--- config.mk ---
export PLATFORM = sky130hd
export DESIGN_NAME = armleocpu_ptw
export DESIGN_NICKNAME = d
export VERILOG_FILES = /design/src/rtl/armleocpu_ptw.sv
export SDC_FILE = /design/constraint.sdc
export NUM_CORES = 1
export LEC_CHECK = 0
export ABC_AREA = 1
export ABC_CLOCK_PERIOD_IN_PS = 4700
export CAP_MARGIN = 20
export CELL_PAD_IN_SITES_DETAIL_PLACEMENT = 1
export CELL_PAD_IN_SITES_GLOBAL_PLACEMENT = 1
export CORE_UTILIZATION = 30
export DETAILED_ROUTE_END_ITERATION = 6
export GPL_TIMING_DRIVEN = 0
export HOLD_SLACK_MARGIN = 0.02
export PLACE_DENSITY_LB_ADDON = 0.2
export SKIP_LAST_GASP = 1
export SYNTH_ARGS = -nofsm -noshare
export SYNTH_HDL_FRONTEND = slang
export SYNTH_SLANG_ARGS = --single-unit
--- constraint.sdc ---
create_clock -name clk -period 4.7 [get_ports clk]
set_input_delay 0.705 -clock clk [delete_from_list [all_inputs] [get_ports clk]]
set_output_delay 0.705 -clock clk [all_outputs]
set_load 0.01 [all_outputs]
--- src/rtl/armleocpu_ptw.sv ---
// armleocpu_ptw: Sv32 two-level page-table walker over an Avalon-MM read master
module armleocpu_ptw (
  input  logic        clk,
  input  logic        async_rst,
  input  logic        resolve_request,
  input  logic [19:0] virtual_address,
  output logic        resolve_ack,
  output logic        resolve_done,
  output logic        resolve_pagefault,
  output logic        resolve_accessfault,
  output logic [7:0]  resolve_access_bits,
  output logic [21:0] resolve_physical_address,
  input  logic        matp_mode,
  input  logic [21:0] matp_ppn,
  output logic [33:0] avl_address,
  output logic        avl_read,
  input  logic        avl_waitrequest,
  input  logic        avl_readdatavalid,
  input  logic [31:0] avl_readdata,
  input  logic [1:0]  avl_response,
  output logic [24:0] state_debug_output
);
  typedef enum logic [3:0] {IDLE = 4'd0, ISSUE = 4'd1, WAIT = 4'd2, DONE = 4'd3} state_t;
  state_t state;
  logic level;
  logic [19:0] vpn;
  logic [21:0] pte_ppn;
  logic err, bad, leaf, misaligned, fault, descend, success;
  logic unused_rsw;
  assign unused_rsw = ^avl_readdata[9:8];
  always_comb begin
    avl_read = (state == IDLE && resolve_request && matp_mode) || state == ISSUE;
    avl_address = state == ISSUE ? {pte_ppn, vpn[9:0], 2'b00} : {matp_ppn, virtual_address[19:10], 2'b00};
    resolve_ack = state == IDLE && resolve_request && (!matp_mode || !avl_waitrequest);
    err = |avl_response;
    leaf = avl_readdata[1] | avl_readdata[3];
    bad = !avl_readdata[0] || (avl_readdata[2] && !avl_readdata[1]);
    misaligned = leaf && level && |avl_readdata[19:10];
    fault = !err && (bad || misaligned || (!leaf && !level));
    descend = !err && !bad && !leaf && level;
    success = !err && !fault && leaf;
    state_debug_output = {state, level, vpn};
  end
  always_ff @(posedge clk or posedge async_rst) begin
    if (async_rst) begin
      state <= IDLE;
      level <= 1'b1;
      vpn <= '0;
      pte_ppn <= '0;
      resolve_done <= 1'b0;
      resolve_pagefault <= 1'b0;
      resolve_accessfault <= 1'b0;
      resolve_access_bits <= '0;
      resolve_physical_address <= '0;
    end else begin
      resolve_done <= 1'b0;
      case (state)
        IDLE: if (resolve_ack) begin
          vpn <= virtual_address;
          level <= 1'b1;
          state <= matp_mode ? WAIT : DONE;
          if (!matp_mode) begin
            resolve_done <= 1'b1;
            resolve_pagefault <= 1'b0;
            resolve_accessfault <= 1'b0;
            resolve_access_bits <= 8'hCF;
            resolve_physical_address <= {2'b00, virtual_address};
          end
        end
        ISSUE: if (!avl_waitrequest) begin
          level <= 1'b0;
          state <= WAIT;
        end
        WAIT: if (avl_readdatavalid) begin
          if (descend) begin
            pte_ppn <= avl_readdata[31:10];
            state <= ISSUE;
          end else begin
            state <= DONE;
            resolve_done <= 1'b1;
            resolve_pagefault <= fault;
            resolve_accessfault <= err;
            resolve_access_bits <= success ? avl_readdata[7:0] : 8'h00;
            resolve_physical_address <= !success ? 22'h0 :
              level ? {avl_readdata[31:20], vpn[9:0]} : avl_readdata[31:10];
          end
        end
        DONE: state <= IDLE;
        default: state <= IDLE;
      endcase
    end
  end
endmodule

### Word-level counts from Yosys, hierarchy flattened

Cells that the tools add are included.

* output and inout bits: 94
* register bits: 80
* RAM bits: 0
* input port bits: 82
* logic and storage cells: 90
* bits in latches: 0
* bits in read-only memories: 0
* memories kept: 0

* bitwise operators: 1
* shift operators: 0
* eq/ne operators: 7
* reductions and logical operators: 37
* order comparisons: 0
* add/subtract/negate cells: 0
* multiply operators: 0
* muxes and demuxes: 36
* divide/modulo/power cells: 0

Operators by type and width (number)
* 2-to-1 mux 22 bit: 5
* one-hot mux 22 bit (2 select lines): 1
* 2-to-1 mux 8 bit: 5
* 2-to-1 mux 34 bit: 1
* one-hot mux 8 bit (2 select lines): 1
* logical AND 1 bit: 13
* 2-to-1 mux 1 bit: 13
* 2-to-1 mux 4 bit: 3
* one-hot mux 4 bit (3 select lines): 1
* 2-to-1 mux 10 bit: 1
* inequality test 2 bit, second input constant: 5
* OR reduction 10 bit: 1
* logical NOT 1 bit: 9
* AND reduction 3 bit: 3
* one-hot mux 1 bit (2 select lines): 4
* logical OR 1 bit: 5
* AND reduction 5 bit: 1
* == test 4 x 1 -> 1 bit, second input constant: 1
* == test 4 x 2 -> 1 bit, second input constant: 1
* logical NOT 4 bit: 1
* nonzero test 2 bit: 2
* 2-to-1 mux 2 bit: 1
* AND reduction 2 bit: 1
* OR reduction 2 bit: 1
* OR 1 bit: 1

### Depth between registers and ports, before layout

* word-level depth: 13
* depth in mapped cells: 10
* depth with buffers taken out: 9

### Worst setup path before layout

OpenSTA, ideal clock, no wires.

* path type: input to output
* start: in matp_mode
* end: out resolve_ack
* slack: 2.574 ns
* cell stages on the path: 4
* data arrival time: 1.421 ns
* path through: inv_1 > o21ai_1 > clkbuf_1 > inv_1

* longest elaborated chain between the ends: 3

RTL lines
* start: declaration: RTL line 13 `input logic matp_mode,`
* logical NOT 1 bit
* logical OR 1 bit: RTL line 34 `resolve_ack = state == IDLE && resolve_request && (!matp_mode || !avl_waitrequest);`
* logical AND 1 bit: RTL line 34
* end: declaration: RTL line 7 `output logic resolve_ack,`

Every way passes these cells.

### Worst setup path in the final report

Same ends and word-level chain as after synthesis.

==> impl_metrics.py <==
metrics = {
    "power_and_ir_drop": {
        "ir_worst_vdd_uv": 171,
        "p_int_mw": 2.32,
        "pwr_density_cell_mw_per_mm2": 593,
        "total_power_mw": 3.83,
        "power_frac_seq_pct": 29.2,
        "pwr-share-clk_pct": 19.0,
        "switchingPower_mw": 1.51,
        "p_comb_share_pct": 51.8,
        "leakagePower_nw": 2.93,
        "swShare_pct": 39.4,
    },
    "layout": {
        "fin_area_mm2": 0.00645,
        "drive_gt1_share_pct": 9.43,
        "fill_cells": 1656,
        "syn2layout_area_growth_pct": 54.0,
        "final_nets": 819,
        "diodes": 0,
        "stdcell_count": 918,
    },
    "synth": {
        "synth_compound_area_share_pct": 18.2,
        "yosys_register_bits": 78,
        "yosys-top-cells-area": "dfrtp_1 46%, nand2_1 9.6%, a21oi_1 7.9%",
        "syn_area_per_cell_um2": 7.58,
        "yosysWarnings": 0,
        "yosys.area.top_type": "dfrtp_1",
        "synth_top_family_by_area": "simple AND/OR/NAND/NOR gates",
        "ys.flop_type": "dfrtp_1",
        "synth_edf_count": 0,
        "synth_mux_area_share_pct": 0,
        "synth_cells": 553,
        "synth-simple-area-share_pct": 23.6,
        "synth_fa_ha_area_share_pct": 0,
        "synth_xor_area_share_pct": 0,
        "syn_area_mm2": 0.00419,
        "yosysSeqAreaShare_pct": 46.6,
        "yosysMostFrequentCell": "nand2_1",
        "synth_top_area_share_pct": 46.0,
        "yosys.cell_types.count": 24,
        "synthTopCellsByCount": "107 x nand2_1, 78 x nor2_1, 77 x dfrtp_1",
        "async_flop_share_pct": 100,
    },
    "clock_network": {
        "cts_root_buf": "clkbuf_16",
        "clk_pin_slew_worst_paths_ns": 0.06,
        "cts_resized": 0,
        "cts_tree": "done",
        "hold_buffers": 0,
        "clock_latency_ns": 0.34,
        "cts-buffers-inserted": 9,
        "cts_setup_buffers": 0,
        "clock_sinks": 78,
        "clockBufferDepth": 2,
        "htree_levels": 3,
    },
    "run": {
        "cap_violations": 0,
    },
    "worst_hold_path": {
        "hold_path_class": "register to register",
    },
    "global_route": {
        "antenna_found_initial": 0,
        "grt_first_pass_wirelength_um": 25500,
        "busiest_layer": "met2",
        "grt_util_met2_pct": 39.4,
        "gr-usage-met1_pct": 28.9,
        "grt_max_degree": 51,
        "grt_pass1_vias": 4873,
        "grt_use_met3_pct": 3.66,
        "grt_usage_pct": 22.9,
        "grt_overflow": 0,
    },
    "floorplan": {
        "start_util_pct": 31.1,
        "io_pins": 176,
        "fp.dieH_um": 120,
        "rows": 42,
        "core_area_mm2": 0.0135,
        "fp.dieW_um": 120,
        "dieArea_mm2": 0.0144,
    },
    "status": {
        "status": "complete, no violations",
    },
    "timing": {
        "fin_crit_sh_pct": 71.6,
        "hold_viol_final": 0,
        "fin_worst_skew_ns": 0.00616,
        "fin_hold_ws_ns": 0.489,
        "slew_headroom_pct": 62.5,
        "fmax_ghz": 0.297,
        "min_period_ns": 3.36,
        "tightest_slew_ns": 0.563,
        "finalSetupViolations": 0,
        "rsz0062_at_grt": "false",
        "drv_slew": 0,
        "setup_tns_ns": 0,
    },
    "drt": {
        "drc": 0,
        "routed_wl_um": 15800,
        "drtAntennaViolNets": 0,
        "first_pass_iters": 4,
        "via_count": 4448,
        "wl_per_cell_um": 17.2,
        "vias_per_cell": 4.85,
        "drt_iter0_drc": 214,
    },
    "setup_path": {
        "crit_arrival_ns": 2.66,
        "cp-start-kind": "primary input",
        "worstPathRequired_ns": 3.99,
        "worstSetupStartpoint": "matp_mode",
        "rr_endpoint": "resolve_physical_address[20]",
        "crit_end": "resolve_ack",
        "r2r_cells": 6,
        "reg2reg_from": "level",
        "worstSetupEndpointType": "output pin",
        "reg2reg_slack_ns": 2.90,
        "cp_max_fo": 10,
        "worstSetupPathType": "primary input to output pin",
    },
    "placement": {
        "dp.final_hpwl_um": 12400,
        "dpl_cell_area_mm2": 0.00614,
        "routabilityCongestion": 0.840,
        "dp.cells": 902,
        "numPortBuffers": 169,
    },
}
## flip-flops by register name, summed over array words and instances, names as in the netlist
signal / flops
resolve_done: 1
resolve_pagefault: 1
state: 2
level: 1
resolve_access_bits: 8
resolve_accessfault: 1
pte_ppn: 22
vpn: 20
resolve_physical_address: 22
## area by class of cell
| type | count | area (µm²) | area share (%) |
|---|---|---|---|
| multi-input cells | 372 | 1770 | 27.4 |
| clock inverters | 5 | 57.6 | 0.892 |
| well taps | 176 | 220 | 3.41 |
| flip-flops and latches | 78 | 1950 | 30.3 |
| repair buffers | 170 | 1720 | 26.6 |
| plain buffers | 39 | 229 | 3.55 |
| inverters | 67 | 254 | 3.94 |
| clock buffers | 11 | 253 | 3.92 |
## worst min-delay path by stage
stage / startpoint / end / cells after the start
detailed placement: vpn[14] / vpn[14] / 2
finish: vpn[18] / vpn[18] / 2
global route: pte_ppn[5] / pte_ppn[5] / 2
CTS: vpn[14] / vpn[14] / 2
floorplan: pte_ppn[17] / pte_ppn[17] / 2
global placement: vpn[19] / vpn[19] / 2
## stage by stage
step,setup slack (ns),utilization (%)
2_1_floorplan,2.00,-
6_report,1.34,48.0
3_5_place_dp,1.34,45.7
5_1_grt,1.14,48.0
3_3_place_gp,0.564,45.4
4_1_cts,1.34,48.0
## per-layer routing
metal	vias to the layer above	wire, µm
li1	2139	-
met5	-	0
met1	2159	6820
met4	0	332
met3	20	942
met2	130	7730
## cell usage in the layout, fill, tap and decap left out
cell type / count
nand2_2: 6
conb_1: 4
buf_1: 5
o22ai_1: 1
clkinv_2: 2
buf_4: 8
inv_4: 1
nor2_2: 2
a21oi_2: 1
nand3_1: 9
nand2_1: 107
o21ai_0: 47
bufinv_16: 1
dfstp_2: 1
clkdlybuf4s50_1: 169
nor2_1: 78
nor3_2: 1
dfrtp_1: 77
buf_2: 6
clkinv_4: 2
a21oi_1: 66
o21ai_1: 3
nor2_4: 1
buf_16: 1
clkbuf_16: 9
nor3_4: 1
o21ai_2: 19
buf_6: 6
clkbuf_8: 2
clkbuf_1: 14
inv_1: 66
nand4_1: 26
## power groups by stage
stage	Clock, mW	Sequential, mW	Combinational (mW)
6_report	0.729	1.12	1.98
5_1_grt	0.769	1.15	2.17
4_1_cts	0.743	1.12	2.00
3_5_place_dp	0	1.13	1.99
3_3_place_gp	0	1.11	1.94
2_1_floorplan	0	1.18	0.828
## cells by family (layout without fill, tap and decap cells)
group | after synthesis | after routing
and+or+nand+nor | 231 | 231
AOI/OAI and AO/OA | 137 | 137
buffers and inverters | 106 | 292
DFF | 78 | 78
other | 1 | 4
## worst max-delay path, stage by stage
cell             delay (ns)
clkdlybuf4s50_1        0.46
inv_1                  0.08
o21ai_1                0.40
clkbuf_1               0.43
inv_1                  0.08
clkdlybuf4s50_1        0.49
Note: power is estimated with default switching activity, not from simulation.
